## config.mk

```make
export PLATFORM = sky130hd
export DESIGN_NAME = gray_pos_decoder
export DESIGN_NICKNAME = d
export VERILOG_FILES = /design/src/rtl/gray_pos_decoder_pkg.sv /design/src/rtl/gray_pos_decoder_gray_to_bin.sv /design/src/rtl/gray_pos_decoder.sv
export SDC_FILE = /design/constraint.sdc
export NUM_CORES = 1
export LEC_CHECK = 0
export BUFFER_PORTS_ARGS = -buffer_cell sky130_fd_sc_hd__buf_2
export CORE_MARGIN = 2
export CORE_UTILIZATION = 35
export CTS_CLUSTER_SIZE = 25
export DETAILED_ROUTE_END_ITERATION = 6
export GPL_TIMING_DRIVEN = 0
export PLACE_DENSITY = 0.52
export SYNTH_ARGS = -nofsm -noshare
export SYNTH_HDL_FRONTEND = slang
export SYNTH_SLANG_ARGS = --single-unit
```

## constraint.sdc

```tcl
create_clock -name i_clk -period 7.1 [get_ports i_clk]
set_input_delay 1.065 -clock i_clk [delete_from_list [all_inputs] [get_ports i_clk]]
set_output_delay 1.065 -clock i_clk [all_outputs]
set_load 0.02 [all_outputs]
```

## src/rtl/gray_pos_decoder_pkg.sv

```systemverilog
// Shared types and constants for the Gray position decoder.
package gray_pos_decoder_pkg;
  typedef enum logic {PRIME = 1'b0, TRACK = 1'b1} state_e;
  localparam logic DIR_UP    = 1'b1;
  localparam logic DIR_DN    = 1'b0;
  localparam int   ERR_CNT_W = 8;
endpackage

```

## src/rtl/gray_pos_decoder_gray_to_bin.sv

```systemverilog
// Combinational Gray-to-binary conversion: each binary bit is the XOR of all
// Gray bits at and above it.
module gray_to_bin #(
  parameter int BIT = 8
) (
  input  logic [BIT-1:0] i_gray,
  output logic [BIT-1:0] o_bin
);
  for (genvar i = 0; i < BIT; i++) begin : g_bit
    assign o_bin[i] = ^i_gray[BIT-1:i];
  end
endmodule

```

## src/rtl/gray_pos_decoder.sv

```systemverilog
// Synchronizes a Gray position word, converts to binary and turns each change
// into step/error events. Optional saturating error counter: GRAY_DEC_ERR_CNT_EN.
module gray_pos_decoder
  import gray_pos_decoder_pkg::*;
#(
  parameter int BIT         = 8,
  parameter int POSW        = 16,
  parameter int SYNC_STAGES = 2
) (
  input  logic                 i_clk,
  input  logic                 i_rst,
  input  logic [BIT-1:0]       i_gray,
  input  logic                 i_en,
  input  logic                 i_clr,
  output logic [BIT-1:0]       o_bin,
  output logic [POSW-1:0]      o_pos,
  output logic                 o_step,
  output logic                 o_dir,
  output logic                 o_err,
  output logic [ERR_CNT_W-1:0] o_err_cnt
);
  logic [SYNC_STAGES-1:0][BIT-1:0] r_sync;
  logic [BIT-1:0]  r_bin;
  logic [POSW-1:0] r_pos;
  logic            r_step, r_dir, r_err;
  state_e          r_state;

  logic [BIT-1:0]  w_bcur, w_delta;
  state_e          w_nstate;
  logic            w_step, w_err, w_up;

  gray_to_bin #(.BIT(BIT)) u_g2b (
    .i_gray (r_sync[SYNC_STAGES-1]),
    .o_bin  (w_bcur)
  );

  assign w_delta = w_bcur - r_bin;

  always_ff @(posedge i_clk) begin
    if (i_rst) r_state <= PRIME;
    else       r_state <= w_nstate;
  end

  // PRIME swallows the first sample so the post-reset load is never an event
  always_comb begin
    w_nstate = r_state;
    w_step   = 1'b0;
    w_err    = 1'b0;
    w_up     = r_dir;
    case (r_state)
      PRIME: w_nstate = TRACK;
      TRACK: begin
        if (w_delta == BIT'(1)) begin
          w_step = 1'b1;
          w_up   = DIR_UP;
        end else if (w_delta == {BIT{1'b1}}) begin
          w_step = 1'b1;
          w_up   = DIR_DN;
        end else if (w_delta != '0) begin
          w_err  = 1'b1;
        end
      end
      default: w_nstate = PRIME;
    endcase
  end

  always_ff @(posedge i_clk) begin
    if (i_rst) begin
      r_sync <= '0;
      r_bin  <= '0;
      r_pos  <= '0;
      r_step <= 1'b0;
      r_dir  <= DIR_UP;
      r_err  <= 1'b0;
    end else begin
      r_sync <= {r_sync[SYNC_STAGES-2:0], i_gray};
      r_bin  <= w_bcur;
      r_step <= w_step;
      r_err  <= w_err;
      if (w_step) r_dir <= w_up;
      if (i_clr)
        r_pos <= '0;
      else if (w_step && i_en)
        r_pos <= w_up ? r_pos + POSW'(1) : r_pos - POSW'(1);
    end
  end

`ifdef GRAY_DEC_ERR_CNT_EN
  logic [ERR_CNT_W-1:0] r_err_cnt;
  always_ff @(posedge i_clk) begin
    if (i_rst || i_clr)
      r_err_cnt <= '0;
    else if (w_err && (r_err_cnt != {ERR_CNT_W{1'b1}}))
      r_err_cnt <= r_err_cnt + ERR_CNT_W'(1);
  end
  assign o_err_cnt = r_err_cnt;
`else
  assign o_err_cnt = '0;
`endif

  assign o_bin  = r_bin;
  assign o_pos  = r_pos;
  assign o_step = r_step;
  assign o_dir  = r_dir;
  assign o_err  = r_err;
endmodule

```

# After elaboration in Yosys (flattened, before gate mapping)
# Index checks and enable logic that the tools add are counted.
dict set report op_classes {
  n_addsub 3
  eq_ne 2
  n_mux 9
  n_bitwise 1
  reduce_logical 11
}
# cell count
set op_table {}
lappend op_table {{$add A16 B1 Y16 const B} 1}
lappend op_table {{$mux W16} 1}
lappend op_table {{$sub A16 B1 Y16 const B} 1}
lappend op_table {{$eq A8 B1 Y1 const B} 1}
lappend op_table {{$eq A8 B8 Y1 const B} 1}
lappend op_table {{$mux W1} 8}
lappend op_table {{$reduce_bool A8 Y1} 1}
lappend op_table {{$reduce_xor A8 Y1} 1}
lappend op_table {{$sub A8 B8 Y8} 1}
lappend op_table {{$reduce_xor A7 Y1} 1}
lappend op_table {{$reduce_xor A6 Y1} 1}
lappend op_table {{$reduce_xor A5 Y1} 1}
lappend op_table {{$reduce_or A4 Y1} 1}
lappend op_table {{$reduce_xor A4 Y1} 1}
lappend op_table {{$reduce_xor A3 Y1} 1}
lappend op_table {{$reduce_or A2 Y1} 1}
lappend op_table {{$reduce_xor A2 Y1} 1}
lappend op_table {{$logic_and A1 B1 Y1} 1}
lappend op_table {{$not A1 Y1} 1}
dict set report word_totals {
  reg_bits 44
  in_bits 12
  out_inout_bits 35
  elab_cells 34
}

# Logic depth before layout (Yosys ltp)
# Gate-level depths: netlist of run 1.
dict set report depth {
  ltp_word 7
  mapped_depth 25
  mapped_depth_nobuf 25
}

# By module
# Synthesis of run 1 repeated with hierarchy kept, for this count alone.
dict set report hier_totals {
  cells_unflattened 281
  area_unflattened_um2 2630.0
}
# module n_inst cells_per_inst area_per_inst_um2
set modules_own_cells {}
lappend modules_own_cells {gray_pos_decoder 1 271 2504.9}
lappend modules_own_cells {gray_to_bin 1 10 125.1}

# Least setup slack after synthesis of run 1
# OpenSTA, ideal clock, no wires.
dict set report synth_timing {
  path_kind {reg-to-reg}
  startpoint {register r_sync[14] (netlist bit)}
  endpoint {register r_pos[15] (netlist: o_pos[15])}
  setup_ps 133
  arrival_time_ps 5726
  t_required_ps 6967
  slack_ps 1241
  path_stages_with_launch 24
  cell_sequence {dfxtp_1 -> xor2_2 -> xnor2_2 -> xor2_2 -> xor2_2 -> xor2_2 -> xor2_2 -> xor2_1 -> ha_1 -> and2b_1 -> o211ai_4 -> a211oi_2 -> mux2_4 -> or3_4 -> o31a_2 -> ha_1 -> o21ai_0 -> a221oi_1 -> a21oi_1 -> o31ai_1 -> a31oi_1 -> nor3b_1 -> a22oi_2 -> o2111ai_1}
}
dict set report synth_via {
  elab_chain_cells 7
}
# item line
set synth_rtl {}
lappend synth_rtl {{from (decl)} gray_pos_decoder.sv:22} ;# logic [SYNC_STAGES-1:0][BIT-1:0] r_sync;
lappend synth_rtl {{from (signal assigned)} gray_pos_decoder.sv:76} ;# r_sync <= {r_sync[SYNC_STAGES-2:0], i_gray};
lappend synth_rtl {{$reduce_xor A8 Y1, or another cell as far along} gray_pos_decoder_gray_to_bin.sv:10} ;# assign o_bin[i] = ^i_gray[BIT-1:i];
lappend synth_rtl {{$sub A8 B8 Y8 *} gray_pos_decoder.sv:37} ;# assign w_delta = w_bcur - r_bin;
lappend synth_rtl {{$eq A8 B8 Y1} gray_pos_decoder.sv:56} ;# end else if (w_delta == {BIT{1'b1}}) begin
lappend synth_rtl {{$mux W1} gray_pos_decoder.sv:56}
lappend synth_rtl {{$mux W1} gray_pos_decoder.sv:53} ;# if (w_delta == BIT'(1)) begin
lappend synth_rtl {{$mux W1} gray_pos_decoder.sv:50} ;# case (r_state)
lappend synth_rtl {{$mux W16 / $logic_and A1 B1 Y1 (equally long branches)} {gray_pos_decoder.sv:84, gray_pos_decoder.sv:83}}
lappend synth_rtl {{to (signal assigned)} gray_pos_decoder.sv:84} ;# r_pos <= w_up ? r_pos + POSW'(1) : r_pos - POSW'(1);
lappend synth_rtl {{to (decl)} gray_pos_decoder.sv:24} ;# logic [POSW-1:0] r_pos;
# Mark *: on every way between the ends. The rest lies on a longest branch, timed or not.
# A chain may end at the register's enable or synchronous reset.

# Final worst setup path of run 1
# Ends and elaborated chain as after synthesis.

==> results of run 1 <==
final cells by class:
cell class / count / share of cell area
sequential: 44 / 0.264
tap: 105 / 0.0394
inverter: 20 / 0.0225
buffer: 17 / 0.0409
clock inverter: 3 / 0.0139
timing repair buffer: 37 / 0.0556
multi-input combinational: 244 / 0.543
clock buffer: 5 / 0.0206
power groups by stage:
stage          clock, mW  sequential, mW  combinational (mW)
2_1_floorplan          0           0.275               0.172
3_3_place_gp           0           0.269               0.214
3_5_place_dp           0           0.269               0.215
4_1_cts            0.208           0.263               0.217
5_1_grt            0.217           0.265               0.239
6_report           0.200           0.263               0.216
layer usage:
| layer | track usage | wire length [um] | vias up | part of all wire |
|---|---|---|---|---|
| met2 | 0.221 | 2580 | 39 | 0.43 |
| met1 | 0.203 | 3100 | 1045 | 0.52 |
| li1 | - | - | 1210 | - |
| met3 | 0.0335 | 238 | 6 | 0.040 |
| met4 | 0.0362 | 65 | 0 | 0.011 |
| met5 | 0 | 0 | - | 0 |
placed cells by master (no fill, tap or decap), types with 3 or more instances in the layout:
master,n
dfxtp_1,44
buf_2,37
a21oi_1,28
ha_1,21
nor2_1,20
inv_1,19
nor2b_1,17
nand3_1,15
nand2_1,12
nor3_1,11
o21ai_0,10
o21ai_1,10
xor2_1,9
buf_4,8
conb_1,8
clkbuf_8,6
xnor2_1,5
xor2_2,5
a21o_1,4
or2_1,3
a21o_2,3
o211ai_1,3
clkbuf_1,3
a31oi_1,3
buf_6,3
cells by family (layout without fill, tap and decap cells):
| logic type | Yosys count | in the layout | synth area share |
|---|---|---|---|
| simple gates | 100 | 100 | 0.191 |
| mux | 3 | 3 | 0.0126 |
| other cells | 1 | 8 | 0.00131 |
| fa+ha+maj | 23 | 23 | 0.105 |
| xor+xnor | 22 | 22 | 0.0920 |
| buf+inv | 37 | 82 | 0.0737 |
| flops | 44 | 44 | 0.307 |
| compound gates | 88 | 88 | 0.217 |
cells in the mapped netlist, types with 4 or more instances:
cell type	count	area share
nor2_1	20	0.026
ha_1	21	0.092
inv_1	19	0.025
xor2_1	9	0.027
a21oi_1	28	0.049
nand2_1	12	0.016
o21ai_0	10	0.017
xor2_2	5	0.028
o21ai_1	10	0.017
dfxtp_1	44	0.31
nor2b_1	17	0.037
a21o_1	4	0.010
nor3_1	11	0.019
buf_4	8	0.021
nand3_1	15	0.026
xnor2_1	5	0.015
flip-flops by register name, summed over array words and instances (netlist names):
name	cells
o_bin	8
o_dir	1
o_err	1
o_pos	16
o_step	1
r_state	1
r_sync	16
path summary, 6_finish.rpt:
| check | startpoint | to | slack [ns] | depth (start not counted) |
|---|---|---|---|---|
| worst max-delay path | r_sync[14] | o_pos[15] | 0.61 | 23 |
| worst min-delay path | r_sync[3] | r_sync[11] | 0.44 | 1 |
| worst max register to register | r_sync[14] | o_pos[15] | 0.61 | 23 |
| worst min register to register | r_sync[3] | r_sync[11] | 0.44 | 1 |
what timing repair did:
item,CTS,global route
resized for setup,0,1
endpoints found under the setup margin,0,1
hold endpoints to repair,0,0
stage by stage:
step                      hold WS (ns)  total power, mW  std cells
after floorplan                  0.414            0.448        325
final                            0.441            0.679        475
after global placement           0.419            0.483        467
after CTS                        0.441            0.689        475
after detailed placement         0.423            0.484        467
after global routing             0.465            0.721        475
==> results.toml, run 1 <==
[clock_tree]
post_cts_buffers = 0
cts.path.max_buffers = 2
root_buffer = "clkbuf_8"
cts-hold-fix-buffers = 0
cts_sinks = 44
h-tree-depth = 2
cts_tree = "built"
clkLatencyLatePin_ns = 0.30
numCtsBuffers = 5
path_clk_slew_ns = 0.09

[timing]
min_period_over_period = 0.915
relSlewSlack = 0.617
fin_ws_ns = 0.606
setup_tns_ns = 0
drv_slew = 0
final.min_clock_period_ns = 6.49
finClkSkew_ns = 0.00668
fmax_mhz = 154
rsz0062_at_grt = "no"
finalSetupViolCount = 0
worstMarginPinSlew_ns = 0.575
hold_violations = 0

[pwr]
netSwitchingPower_mw = 0.227
swShare = 0.334
seq_power_share = 0.388
vdd_drop_max_uv = 98.1
p_leak_nw = 1.51
pwr-share-clk = 0.294
p_per_area_nw_per_um2 = 204
p_int_mw = 0.452
pwr-share-comb = 0.318

[yosys]
synth_edf_count = 0
synth-seq-cells = 44
yosysSeqAreaShare = 0.307
synth.cell_area_sq_um = 2870
synth.distinct_cells = 72
async_flop_share = 0
synthCells = 318
ys.flop_type = "dfxtp_1"
yosys_warnings = 0
avgSynthCellArea_sq_um = 9.03

[hold_path]
hold_path.class = "flip-flop to flip-flop"

[global_route]
grtUsageTotal = 0.143
first_global_vias = 2086
grt_max_degree = 17
grt-ovfl-total = 0
grt_first_pass_wirelength_mm = 10.0
antenna_found_initial = 0

[worst_setup_path]
crit_top_cell = "xor2_2"
path_buf_inv = 0
crit_family = "compound AO/OA/AOI/OAI gates"
critical_path_class = "flip-flop to flip-flop"
cp_max_fo = 16
start_kind = "flip-flop"
end_kind = "flip-flop"
worstPathRequired_ns = 7.28
slowest_stage = "o31a_2"
path_cells = "xor2_2 -> xnor2_2 -> xor2_2 -> xor2_2 -> xor2_2 -> xor2_2 -> xor2_1 -> ha_1 -> and2b_1 -> o211ai_4 -> a211oi_2 -> mux2_4 -> or3_4 -> o31a_2 -> ha_1 -> a21oi_1 -> a221oi_1 -> a21oi_1 -> o31ai_1 -> a31oi_1 -> nor3b_1 -> a22oi_2 -> o2111ai_1"
critical_path.max_stage_delay_ns = 0.50
cp.arrival_ns = 6.67

[final_layout]
fin_area_sq_um = 3330
num_antenna_cells = 0
final_layout_size_suffix_gt1_frac = 0.243
fin_nets = 404
regArea_sq_um = 881
areaGrowthSynthToFinish_pct = 16.1
utilization = 0.412
multi_input_area_sq_um = 1810
n_fill_cell = 875

[routing]
vias_per_cell = 4.84
totalWireLength_mm = 5.99
first_iter_violations = 60
drc = 0
first_pass_iters = 4
routedWlPerCell_um = 12.6
num_vias = 2300
antenna_left = 0

[floorplan]
io_pins = 47
num_rows = 33
die_area_sq_um = 8940
die_y_um = 94.6
initial_core_util = 0.355
die_w_um = 94.6
core_area_sq_um = 8090

[placed_design]
place_area_sq_um = 3210
place_ws_ns = 0.558
gp_congestion = 0.817
detailed_place_hpwl_mm = 4.43
port_buffers = 37

[outcome]
outcome = "finished clean"

[flow_run]
max_cap_viol_count = 0
Power figures use the tool's default switching activity.
==> run 2: changes to the inputs <==
- MAX_ROUTING_LAYER: unset -> met4
==> run 2 against run 1 <==
Effect of this change:
- critical path depth unchanged
- maximum frequency about the same
- largest power group unchanged
- total power about the same
==> results.toml, run 2 (same netlist as run 1, synthesis figures left out) <==
[floorplan]
core_area_sq_um = 8090
die_y_um = 94.6
die_w_um = 94.6
num_rows = 33
io_pins = 47
initial_core_util = 0.355
die_area_sq_um = 8940

[global_route]
antenna_found_initial = 0
grtUsageTotal = 0.148
grt-ovfl-total = 0
grt_first_pass_wirelength_mm = 10.0
first_global_vias = 2086
grt_max_degree = 17

[timing]
fin_ws_ns = 0.606
finalSetupViolCount = 0
hold_violations = 0
relSlewSlack = 0.617
setup_tns_ns = 0
worstMarginPinSlew_ns = 0.575
rsz0062_at_grt = "no"
finClkSkew_ns = 0.00668
final.min_clock_period_ns = 6.49
min_period_over_period = 0.915
fmax_mhz = 154
drv_slew = 0

[clock_tree]
cts_sinks = 44
root_buffer = "clkbuf_8"
cts.path.max_buffers = 2
numCtsBuffers = 5
h-tree-depth = 2
path_clk_slew_ns = 0.09
cts_tree = "built"
post_cts_buffers = 0
clkLatencyLatePin_ns = 0.30

[routing]
totalWireLength_mm = 5.99
antenna_left = 0
drc = 0
first_pass_iters = 4
vias_per_cell = 4.84
num_vias = 2300
routedWlPerCell_um = 12.6
first_iter_violations = 70

[worst_setup_path]
crit_family = "compound AO/OA/AOI/OAI gates"
critical_path_class = "flip-flop to flip-flop"
r2r_start = "r_sync[14]"
slowest_stage = "o31a_2"
cp.arrival_ns = 6.67
cp_max_fo = 16
path_buf_inv = 0
end_kind = "flip-flop"
critical_path.max_stage_delay_ns = 0.50
crit_top_cell = "xor2_2"
path_cells = "xor2_2 -> xnor2_2 -> xor2_2 -> xor2_2 -> xor2_2 -> xor2_2 -> xor2_1 -> ha_1 -> and2b_1 -> o211ai_4 -> a211oi_2 -> mux2_4 -> or3_4 -> o31a_2 -> ha_1 -> a21oi_1 -> a221oi_1 -> a21oi_1 -> o31ai_1 -> a31oi_1 -> nor3b_1 -> a22oi_2 -> o2111ai_1"
worstPathRequired_ns = 7.28
ff2ff_path_depth = 23
reg2reg_slack_ns = 0.61
start_kind = "flip-flop"
r2r_end = "o_pos[15]"

[placed_design]
place_ws_ns = 0.558
port_buffers = 37
detailed_place_hpwl_mm = 4.43
gp_congestion = 0.829
numPlacedInstances = 467

[pwr]
p_leak_nw = 1.51
vdd_drop_max_uv = 98.1
p_per_area_nw_per_um2 = 204
power_mw = 0.679

[final_layout]
areaGrowthSynthToFinish_pct = 16.1
fin_cells = 475
mostFrequentLayoutCell = "dfxtp_1"
fin_nets = 404
layout_common_cells = "44 x dfxtp_1, 37 x buf_2, 28 x a21oi_1"
num_antenna_cells = 0
final_layout_size_suffix_gt1_frac = 0.243

[outcome]
outcome = "finished clean"

[flow_run]
max_cap_viol_count = 0

[hold_path]
hold_path.class = "flip-flop to flip-flop"
hold_path.startpoint = "r_sync[3]"
hold_end = "r_sync[11]"
min_path_cells = 1
run 2: worst reg2reg max path, stage by stage, from the launching register on:
cell and delay (ns):
dfxtp_1 0.49, xor2_2 0.30, xnor2_2 0.19, xor2_2 0.25, xor2_2 0.26, xor2_2 0.25, xor2_2 0.28, xor2_1 0.28
ha_1 0.18, and2b_1 0.21, o211ai_4 0.25, a211oi_2 0.13, mux2_4 0.32, or3_4 0.37, o31a_2 0.50, ha_1 0.43
a21oi_1 0.16, a221oi_1 0.33, a21oi_1 0.16, o31ai_1 0.37, a31oi_1 0.22, nor3b_1 0.19, a22oi_2 0.15, o2111ai_1 0.11
run 2: how the worst max path moves through the flow:
stage	startpoint	end	slack, ns	cells after the start
2_1_floorplan	r_sync[14]	o_pos[15]	1.24	23
3_3_place_gp	r_sync[14]	o_pos[15]	0.57	23
3_5_place_dp	r_sync[14]	o_pos[15]	0.56	23
4_1_cts	r_sync[14]	o_pos[15]	0.51	23
5_1_grt	r_sync[14]	o_pos[15]	0.06	23
6_report	r_sync[14]	o_pos[15]	0.61	23
run 2: layout make-up:
cell class,count,area [sq um]
timing repair buffer,37,185
fill,875,4760
multi-input combinational,244,1810
buffer,17,136
inverter,20,75.1
tap,105,131
sequential,44,881
clock inverter,3,46.3
clock buffer,5,68.8
run 2: what timing repair did:
item,CTS,global route
setup endpoints to repair,0,1
resized for setup,0,1
hold buffers,0,0
hold endpoints to repair,0,0
run 2: stage by stage:
| stage | hold slack (ns) | cell area, sq um | utilization |
|---|---|---|---|
| detailed placement | 0.423 | 3210 | 0.397 |
| finish | 0.441 | 3330 | 0.412 |
| global placement | 0.419 | 3210 | 0.397 |
| floorplan | 0.414 | 2900 | - |
| global route | 0.465 | 3330 | 0.412 |
| CTS | 0.441 | 3330 | 0.411 |
run 2: per-layer routing:
metal,up-vias,global-route usage,part of all wire
li1,1210,-,-
met1,1045,0.205,0.52
met2,39,0.221,0.43
met3,6,0.0287,0.033
met4,0,0.0362,0.011
met5,-,-,0
run 2: power breakdown:
part	switching [mW]	internal, mW
sequential	0.00636	0.257
combinational	0.127	0.0889
clock	0.0935	0.106
total	0.227	0.452
==> run 3: changes to the inputs <==
- CTS_BUF_LIST: unset -> sky130_fd_sc_hd__clkbuf_4
==> run 3 against run 2 <==
Effect of this change:
- clock-buffer cell count is the same
- core utilization shrank 0.39 points
- total power shrank 5.1%
- non-clock buffer count is the same
- sequential power is essentially flat
- die area is the same
- register-to-register slack lost 0.02 ns
- wire length shrank 0.25%
- global-route usage shrank 0.052 points
- critical path depth is the same
- combinational power is essentially flat
- final cell count is the same
- largest cell class unchanged
==> results.toml, run 3 (same netlist as run 1, synthesis figures left out) <==
[global_route]
grt_max_degree = 17
grt-ovfl-total = 0
grtUsageTotal = 0.147
grt_first_pass_wirelength_mm = 9.99
first_global_vias = 2084
antenna_found_initial = 0

[pwr]
pwr-share-clk = 0.256
swShare = 0.346
p_int_mw = 0.421
p_leak_nw = 1.50
p_per_area_nw_per_um2 = 195
vdd_drop_max_uv = 83.5
pwr-share-comb = 0.335
seq_power_share = 0.409
netSwitchingPower_mw = 0.223

[clock_tree]
path_clk_slew_ns = 0.14
root_buffer = "clkbuf_4"
numCtsBuffers = 5
clkLatencyLatePin_ns = 0.36
h-tree-depth = 2
post_cts_buffers = 0
cts.path.max_buffers = 2
cts_sinks = 44
cts_tree = "built"

[timing]
min_period_over_period = 0.918
rsz0062_at_grt = "no"
drv_slew = 0
hold_violations = 0
setup_tns_ns = 0
relSlewSlack = 0.624
worstMarginPinSlew_ns = 0.565
finalSetupViolCount = 0
finClkSkew_ns = 0.0101
final.min_clock_period_ns = 6.52
fmax_mhz = 153

[floorplan]
die_y_um = 94.6
die_w_um = 94.6
num_rows = 33
die_area_sq_um = 8940
io_pins = 47
initial_core_util = 0.355
core_area_sq_um = 8090

[final_layout]
utilization = 0.408
layout_common_cells = "44 x dfxtp_1, 37 x buf_2, 28 x a21oi_1"
n_fill_cell = 881
multi_input_area_sq_um = 1810
regArea_sq_um = 881
fin_nets = 404
num_antenna_cells = 0
final_layout_size_suffix_gt1_frac = 0.243
mostFrequentLayoutCell = "dfxtp_1"
areaGrowthSynthToFinish_pct = 15.0

[placed_design]
port_buffers = 37
detailed_place_hpwl_mm = 4.43
gp_congestion = 0.829

[routing]
drc = 0
vias_per_cell = 4.80
antenna_left = 0
first_pass_iters = 4
totalWireLength_mm = 5.97
num_vias = 2279
routedWlPerCell_um = 12.6
first_iter_violations = 53

[worst_setup_path]
critical_path_class = "flip-flop to flip-flop"
start_kind = "flip-flop"
end_kind = "flip-flop"
r2r_start = "r_sync[14]"
cp-startpoint = "r_sync[14]"
worstPathRequired_ns = 7.35
cp_max_fo = 16
cp.arrival_ns = 6.77

[hold_path]
hold_path.startpoint = "r_sync[3]"
hold_path.class = "flip-flop to flip-flop"

[outcome]
outcome = "finished clean"

[flow_run]
max_cap_viol_count = 0
==> run 3: power groups by stage <==
stage | combinational, mW | sequential [mW] | clock (mW)
detailed placement | 0.215 | 0.269 | 0
floorplan | 0.172 | 0.275 | 0
global route | 0.239 | 0.265 | 0.182
global placement | 0.214 | 0.269 | 0
finish | 0.216 | 0.263 | 0.165
CTS | 0.217 | 0.264 | 0.174
==> run 3: worst paths after layout <==
path	slack [ns]	cells after the start	endpoint
setup / recovery	0.58	23	o_pos[15]
hold / removal	0.45	1	r_sync[11]
setup reg to reg	0.58	23	o_pos[15]
hold reg to reg	0.45	1	r_sync[11]
==> run 3: critical path, stage by stage, from the launching register on <==
cell and delay, ns:
dfxtp_1 0.51, xor2_2 0.30, xnor2_2 0.19, xor2_2 0.25
xor2_2 0.26, xor2_2 0.25, xor2_2 0.28, xor2_1 0.28
ha_1 0.18, and2b_1 0.21, o211ai_4 0.25, a211oi_2 0.13
mux2_4 0.32, or3_4 0.37, o31a_2 0.50, ha_1 0.42
a21oi_1 0.16, a221oi_1 0.34, a21oi_1 0.17, o31ai_1 0.37
a31oi_1 0.22, nor3b_1 0.19, a22oi_2 0.15, o2111ai_1 0.11
==> run 3: stage by stage <==
stage | hold WS, ns | worst slack, ns | instance area [sq um] | power, mW | instances
2_1_floorplan | 0.414 | 1.24 | 2900 | 0.448 | 325
3_3_place_gp | 0.419 | 0.566 | 3210 | 0.483 | 467
3_5_place_dp | 0.423 | 0.558 | 3210 | 0.484 | 467
4_1_cts | 0.446 | 0.501 | 3300 | 0.654 | 475
5_1_grt | 0.470 | 0.0497 | 3300 | 0.687 | 475
6_report | 0.453 | 0.583 | 3300 | 0.644 | 475
==> run 3: cell type report <==
| cell class | count | area share |
|---|---|---|
| inverter | 20 | 0.0227 |
| sequential | 44 | 0.267 |
| multi-input combinational | 244 | 0.548 |
| tap | 105 | 0.0398 |
| clock buffer | 5 | 0.0114 |
| timing repair buffer | 37 | 0.0561 |
| buffer | 17 | 0.0413 |
| clock inverter | 3 | 0.0140 |
==> run 3: timing repair <==
action                                  CTS  global route
gates resized for setup                   0             1
hold endpoints to repair                  0             0
endpoints found under the setup margin    0             1
hold buffers                              0             0
==> run 3: metal layers <==
layer,GRT usage,up-vias,wire length (um)
met3,0.0287,5,180
met5,-,-,0
li1,-,1211,-
met1,0.205,1032,3140
met4,0.0362,0,69
met2,0.220,31,2580
